### src/rtl/tile_redraw_ctrl.sv
// Redraw scheduler for a 4x4 sliding-puzzle board: erases each dirty tile, then hands the plot port to a glyph drawer.
// Optional feature macro: DRAW_TIMEOUT_EN (bounds the glyph wait and adds the sticky draw_err output).
module tile_redraw_ctrl #(
    parameter int         TILE_PITCH = 29,
    parameter int         TILE_SIZE  = 28,
    parameter logic [2:0] BG_COLOUR  = 3'b000
) (
    input  logic        clk,
    input  logic        resetn,
    input  logic [63:0] board,
    input  logic        board_load,
    output logic        draw_start,
    output logic [7:0]  draw_x,
    output logic [6:0]  draw_y,
    output logic [3:0]  draw_num,
    input  logic        glyph_plot,
    input  logic [7:0]  glyph_x,
    input  logic [6:0]  glyph_y,
    input  logic [2:0]  glyph_colour,
    input  logic        draw_done,
    output logic        plot,
    output logic [7:0]  x,
    output logic [6:0]  y,
    output logic [2:0]  colour,
    output logic        busy,
    output logic        frame_done,
    output logic [2:0]  state_dbg
`ifdef DRAW_TIMEOUT_EN
    ,
    output logic        draw_err
`endif
);
    localparam int CW = (TILE_SIZE > 1) ? $clog2(TILE_SIZE) : 1;
    localparam logic [CW-1:0] LAST = CW'(TILE_SIZE - 1);

    typedef enum logic [2:0] {S_IDLE, S_ERASE, S_DRAW_REQ, S_DRAW_WAIT, S_COMMIT} state_t;
    state_t r_state, w_next;

    logic [63:0]   r_target, r_shown, w_shown_nxt;
    logic [15:0]   r_force, w_force_nxt, w_dirty, w_dirty_after;
    logic [3:0]    r_idx, r_snap, w_sel;
    logic [7:0]    r_ox, w_ox, w_ex, r_x_hold;
    logic [6:0]    r_oy, w_oy, w_ey, r_y_hold;
    logic [2:0]    r_c_hold;
    logic [CW-1:0] r_cx, r_cy;
    logic          w_erase_last, w_timeout;

    // Dirty set now, and as it will be once the tile in flight commits.
    always_comb begin
        w_shown_nxt                = r_shown;
        w_shown_nxt[4*r_idx +: 4]  = r_snap;
        w_force_nxt                = r_force & ~(16'd1 << r_idx);
        w_dirty                    = '0;
        w_dirty_after              = '0;
        w_sel                      = 4'd0;
        for (int i = 0; i < 16; i++) begin
            w_dirty[i]       = r_force[i] | (r_target[4*i +: 4] != r_shown[4*i +: 4]);
            w_dirty_after[i] = w_force_nxt[i] | (r_target[4*i +: 4] != w_shown_nxt[4*i +: 4]);
        end
        for (int i = 15; i >= 0; i--) begin
            if (w_dirty[i]) w_sel = 4'(i);
        end
    end

    assign w_ox         = 8'(TILE_PITCH * int'(w_sel[1:0]));
    assign w_oy         = 7'(TILE_PITCH * int'(w_sel[3:2]));
    assign w_ex         = r_ox + 8'(r_cx);
    assign w_ey         = r_oy + 7'(r_cy);
    assign w_erase_last = (r_cx == LAST) && (r_cy == LAST);

`ifdef DRAW_TIMEOUT_EN
    logic [9:0] r_to_cnt;
    logic       r_draw_err;
    assign w_timeout = (r_to_cnt == 10'd1022);
    assign draw_err  = r_draw_err;

    always_ff @(posedge clk or negedge resetn) begin
        if (!resetn) begin
            r_to_cnt   <= '0;
            r_draw_err <= 1'b0;
        end else begin
            if (r_state == S_DRAW_WAIT) r_to_cnt <= r_to_cnt + 10'd1;
            else                        r_to_cnt <= '0;
            if (r_state == S_DRAW_WAIT && w_timeout && !draw_done) r_draw_err <= 1'b1;
        end
    end
`else
    assign w_timeout = 1'b0;
`endif

    always_ff @(posedge clk or negedge resetn) begin
        if (!resetn) r_state <= S_IDLE;
        else         r_state <= w_next;
    end

    always_comb begin
        w_next = r_state;
        case (r_state)
            S_IDLE:      if (|w_dirty) w_next = S_ERASE;
            S_ERASE:     if (w_erase_last) w_next = (r_snap == 4'd0) ? S_COMMIT : S_DRAW_REQ;
            S_DRAW_REQ:  w_next = S_DRAW_WAIT;
            S_DRAW_WAIT: if (draw_done || w_timeout) w_next = S_COMMIT;
            S_COMMIT:    w_next = S_IDLE;
            default:     w_next = S_IDLE;
        endcase
    end

    // x/y/colour keep the last pixel driven once the port goes quiet.
    always_comb begin
        plot       = 1'b0;
        x          = r_x_hold;
        y          = r_y_hold;
        colour     = r_c_hold;
        draw_start = 1'b0;
        frame_done = 1'b0;
        case (r_state)
            S_ERASE: begin
                plot   = 1'b1;
                x      = w_ex;
                y      = w_ey;
                colour = BG_COLOUR;
            end
            S_DRAW_REQ: draw_start = 1'b1;
            S_DRAW_WAIT: begin
                plot   = glyph_plot;
                x      = glyph_x;
                y      = glyph_y;
                colour = glyph_colour;
            end
            S_COMMIT: frame_done = ~|w_dirty_after;
            default: ;
        endcase
    end

    assign busy      = (r_state != S_IDLE) || (|w_dirty);
    assign draw_x    = r_ox;
    assign draw_y    = r_oy;
    assign draw_num  = r_snap;
    assign state_dbg = r_state;

    always_ff @(posedge clk or negedge resetn) begin
        if (!resetn) begin
            r_target <= '0;
            r_shown  <= '0;
            r_force  <= 16'hFFFF;
            r_idx    <= '0;
            r_snap   <= '0;
            r_ox     <= '0;
            r_oy     <= '0;
            r_cx     <= '0;
            r_cy     <= '0;
            r_x_hold <= '0;
            r_y_hold <= '0;
            r_c_hold <= '0;
        end else begin
            if (board_load) r_target <= board;
            case (r_state)
                S_IDLE: if (|w_dirty) begin
                    r_idx  <= w_sel;
                    r_ox   <= w_ox;
                    r_oy   <= w_oy;
                    r_snap <= r_target[4*w_sel +: 4];
                    r_cx   <= '0;
                    r_cy   <= '0;
                end
                S_ERASE: begin
                    r_x_hold <= w_ex;
                    r_y_hold <= w_ey;
                    r_c_hold <= BG_COLOUR;
                    if (r_cx == LAST) begin
                        r_cx <= '0;
                        r_cy <= r_cy + CW'(1);
                    end else begin
                        r_cx <= r_cx + CW'(1);
                    end
                end
                S_DRAW_WAIT: begin
                    r_x_hold <= glyph_x;
                    r_y_hold <= glyph_y;
                    r_c_hold <= glyph_colour;
                end
                S_COMMIT: begin
                    r_shown <= w_shown_nxt;
                    r_force <= w_force_nxt;
                end
                default: ;
            endcase
        end
    end
endmodule

### config.mk
export PLATFORM = sky130hd
export DESIGN_NAME = tile_redraw_ctrl
export DESIGN_NICKNAME = d
export VERILOG_FILES = /design/src/rtl/tile_redraw_ctrl.sv
export SDC_FILE = /design/constraint.sdc
export NUM_CORES = 1
export LEC_CHECK = 0
export CAP_MARGIN = 0
export CORE_MARGIN = 8
export CORE_UTILIZATION = 55
export CTS_BUF_LIST = sky130_fd_sc_hd__clkbuf_8
export DETAILED_ROUTE_END_ITERATION = 7
export PLACE_DENSITY = 0.86
export SYNTH_ARGS = -nofsm -noshare
export SYNTH_HDL_FRONTEND = slang
export SYNTH_SLANG_ARGS = --single-unit
### constraint.sdc
create_clock -name clk -period 7.6 [get_ports clk]
set_clock_uncertainty 0.1 [all_clocks]
set_input_delay 0.76 -clock clk [delete_from_list [all_inputs] [get_ports clk]]
set_output_delay 0.76 -clock clk [all_outputs]
set_load 0.005 [all_outputs]
After elaboration in Yosys (flattened, before gate mapping)
Cells that the tools add are included.
- register bits after elaboration: 198
- logic and storage cells: 146
- add/sub/neg operators: 5
- $mul: 2
- equal/unequal tests: 42
- shift-type cells: 4
- muxes and demuxes: 33
- bitwise gates (word level): 34
- reductions and logical operators: 13
- operators with widths (kind ; count):
    $ne 4x4->1 ; 32
    $bwmux 64 ; 1
    $mux 4 ; 16
    $shift 4x34->64 const A ; 1
    $shiftx 4x34->64 ; 1
    $shiftx 64x7->4 ; 1
    $neg 6->34 ; 1
    $or 1x1->1 ; 32
    $reduce_or 16->1 ; 2
    $pmux 5 s2 ; 2
    $and 16x16->16 ; 1
    $not 16->16 ; 1
    $pmux 8 s2 ; 1
    $shl 1x4->16 const A ; 1
    $mux 5 ; 3
    $mul 5x2->7 const A ; 2
    $pmux 7 s2 ; 1
    $mux 3 ; 4
    $pmux 3 s4 ; 1
    $add 5x1->5 const B ; 2
    $eq 5x5->1 const B ; 2
    $add 8x5->8 ; 1
    $ne 2x2->1 const B ; 4
    $add 7x5->7 ; 1
    15 further kinds ; 19

Depth between registers and ports, before layout
- word-level depth: 19
- gate-level depth with buffers: 15
- depth with buffers taken out: 12

Worst setup path after synthesis
No wires, ideal clock.
- path kind: flip-flop to output port
- start point: register draw_y[1] (netlist name)
- end point: output port frame_done
- arrival: 3372 ps
- path slack: 3368 ps
- cell stages (with the launch flop): 15
- cell sequence: dfrtp_1 > clkbuf_1 > clkbuf_1 > inv_1 > ha_1 > clkbuf_1 > nor3b_1 > and2_1 > clkbuf_1 > mux2i_1 > xor2_1 > nand4_1 > nor4_1 > nand4_1 > nor3_2
- RTL lines (element ; RTL line ; text):
    end: declaration ; 26 ; output logic frame_done,

Worst setup path after layout
- start point: register r_idx[0]
- end point: output port frame_done
- longest elaborated chain between the ends: 8
- elaborated cells between the ends (all ways): 42
- those cells by class: add/sub (1); eq/ne (16); shift (3); mux (2); bitwise (18); reduce/logical (2)
- RTL lines (element ; RTL line ; text):
    start: declaration ; 41 ; logic [3:0] r_idx, r_snap, w_sel;
    start signal: assignment ; 159 ; r_idx <= w_sel;
    $neg 6->34 ; 51 ; w_shown_nxt[4*r_idx +: 4] = r_snap;
    $shiftx 4x34->64 or $shift 4x34->64 (tied branches) ; 51 ;
    $bwmux 64 ; 51 ;
    $ne 4x4->1 ; 58 ; w_dirty_after[i] = w_force_nxt[i] | (r_target[4*i +: 4] != w_shown_nxt[4*i +: 4]);
    $or 1x1->1 ; 58 ;
    $reduce_or 16->1 * ; 130 ; S_COMMIT: frame_done = ~|w_dirty_after;
    $logic_not 1->1 * ; 130 ;
    $mux 1 * ; 116 ; case (r_state)
Every way passes the cells marked *; elsewhere a longest branch is shown, timed or not.

==> results.yml <==
die:
  fp.dieW_um: 160
  dieArea_mm2: 0.0257
  io_pins: 131
  coreArea_mm2: 0.0204
  start_util_pct: 56.2
  die-height_um: 160
  num_rows: 52
clocking:
  htreeDepth: 4
  cts_hold_repair.buffers: 0
  clock_latency_ns: 0.49
  cts_buffers: 17
  post_cts_buffers: 0
  clk_pin_slew_ns: 0.10
  cts_sinks: 191
  cts_buffer_depth: 2
  cts_tree: "built"
  cts_root_buf: "clkbuf_8"
  cts_resized: 0
global_routing:
  grt_usage_pct: 28.0
  grt_max_degree: 93
  antenna_found_initial: 0
  grt_pass1_wl_um: 56400
  grt_overflow_total: 0
  grt_pass1_vias: 9833
power_and_ir_drop:
  comb_power_share_pct: 15.0
  peakVddDrop_mv: 0.130
  power.switching_uw: 622
  p_seq_share_pct: 52.9
  p_sw_share_pct: 29.1
  p_clk_share_pct: 32.1
  p_leak_nw: 5.56
  power.density_mw_per_mm2: 161
  intPower_mw: 1.51
layout:
  area_growth_pct: 16.2
  final_cells: 1575
  utilization_pct: 65.3
  drive_gt1_share_pct: 13.3
  layout_common_cells: "dfrtp_1 (175), nand2_1 (136), clkdlybuf4s50_1 (127)"
  fin_nets: 1407
  final_common_cell: "dfrtp_1"
  n_antenna_cell: 0
route:
  avgViaCountPerCell: 6.15
  wl_per_cell_um: 23.0
  drtIter0Drc: 1074
  firstDrtPassIters: 7
  wl_um: 36200
  postRouteAntennaNets: 0
  route.detailed.drc: 0
  vias: 9689
timing:
  worst_pin_slew_ns: 1.02
  rsz0062_at_grt: "no"
  finalSetupViolations: 0
  hold_violations: 0
  min_period_ns: 6.04
  worst_slack_ns: 1.56
  period_share_pct: 79.4
  max_freq_ghz: 0.166
  maxSlewHeadroom_pct: 31.1
  hold_slack_ns: 0.242
  setup_tns_ns: 0
  report.final.slew_viol_count: 0
placed_design:
  io_buffers: 129
  dpl.hpwl_um: 28100
  pre_cts_ws_ns: 2.21
  placed_cells: 1544
  place_congestion: 1.04
outcome:
  outcome: "complete, no violations"
logic_synthesis:
  synth_cell_types: 72
  syn_area_mm2: 0.0114
  synth_ff_type: "dfrtp_1"
  synth.avg_cell_area_um2: 9.61
  syn-num-nets: 1305
  syn_inst: 1191
  synthArstFlopShare_pct: 100
  yosysWarnings: 0
  ys_ff_latch: 191
  synth_edf_count: 0
  yosysSeqAreaShare_pct: 41.9
hold_path:
  min_path_type: "input port to async pin"
setup_path:
  reg2reg_depth: 11
  required_ns: 6.74
  cp-end-kind: "output pin"
  critical_path_class: "register to output pin"
  cp_max_fo: 19
  setup.worst_path.start_class: "register"
  crit_arrival_ns: 5.18
job:
  maxCapViolations: 0
[final timing paths]
path	slack [ns]	to	startpoint
setup reg to reg	3.26	draw_num[0]	r_target[62]
hold / removal	0.24	r_c_hold[1]	resetn
hold reg to reg	0.40	r_y_hold[5]	r_y_hold[5]
setup / recovery	1.56	frame_done	r_idx[0]
min in group clk	0.40	r_y_hold[5]	r_y_hold[5]
max in group asynchronous	5.95	r_target[22]	resetn
[through the flow]
stage	total power, mW	instance area, µm²
after floorplan	1.29	11400
after CTS	2.14	13300
final	2.14	13300
after detailed placement	1.46	12900
after global routing	2.21	13300
after global placement	1.46	12900
[worst max-delay path: stages, from the launching register on]
cell             delay (ns)
dfrtp_1                0.78
inv_1                  0.19
ha_1                   0.29
nand2b_1               0.19
a211oi_1               0.61
nand2_1                0.25
nor3_2                 0.46
mux2i_1                0.29
xor2_1                 0.19
nand4_1                0.11
nor4_1                 0.34
nand4_1                0.15
nor3_2                 0.28
clkdlybuf4s50_1        0.55
[layer usage]
metal / wire length (µm) / up-vias / GRT usage (%)
met5: 0 / - / 0
met4: 1580 / 0 / 13.2
met3: 2620 / 94 / 5.37
met2: 17100 / 446 / 46.2
met1: 14900 / 4763 / 34.7
li1: - / 4386 / -
[cells in the mapped netlist, types with 5 or more instances]
library cell,instances,area [µm²]
nand3_1,16,80.1
a21oi_1,52,260
mux2_2,103,1160
dfrtp_1,175,4380
o22ai_1,6,37.5
a221oi_1,6,52.6
nor3_1,26,130
clkbuf_1,42,158
nor2b_1,12,75.1
xnor2_1,74,648
mux2i_1,50,500
a222oi_1,5,50.1
o211ai_1,13,97.6
a21boi_0,11,82.6
a211o_1,5,43.8
inv_1,45,169
nand4_1,28,175
nor2_1,84,315
ha_1,25,313
dfstp_2,16,420
a31oi_1,7,43.8
a2bb2oi_1,6,52.6
o21ai_0,77,385
nand2_1,136,510
nor4_1,14,87.6
a21o_1,5,37.5
and3_1,15,93.8
xor2_1,37,324
buf_2,6,30.0
nand2b_1,17,106
and2_1,9,56.3
[flip-flops by register name, summed over array words and instances, names as in the netlist]
signal,count
r_force,16
state_dbg,3
draw_num,4
r_y_hold,7
draw_y,5
r_cy,5
draw_x,4
r_shown,64
r_cx,5
r_x_hold,8
r_c_hold,3
r_idx,3
r_target,64
[final cells by class]
| type | count | area (µm²) |
|---|---|---|
| Sequential cell | 191 | 4800 |
| Timing Repair Buffer | 140 | 1370 |
| Clock buffer | 18 | 248 |
| Inverter | 48 | 180 |
| Clock inverter | 13 | 139 |
| Fill cell | 1658 | 7060 |
| Tap cell | 270 | 338 |
| Multi-Input combinational cell | 895 | 6230 |
[power by group through the flow]
stage | registers, mW | logic [mW] | clock network [mW]
after floorplan | 1.12 | 0.177 | 0
after global placement | 1.15 | 0.311 | 0
after detailed placement | 1.15 | 0.317 | 0
after CTS | 1.13 | 0.319 | 0.695
after global routing | 1.13 | 0.347 | 0.729
final | 1.13 | 0.320 | 0.687
[cells by family (layout without fill, tap and decap cells)]
group                      count (synthesis)  after routing  share of synthesized area, %
and+or+nand+nor                          381            381                          16.0
xor gates and xnor gates                 111            111                          8.49
DFF                                      191            191                          41.9
adders and majority gates                 27             27                          3.08
muxes                                    153            153                          14.5
AOI/OAI and AO/OA                        222            222                          12.2
other                                      1              1                        0.0328
buffers and inverters                    105            219                          3.71
(Power assumes the default switching activity.)
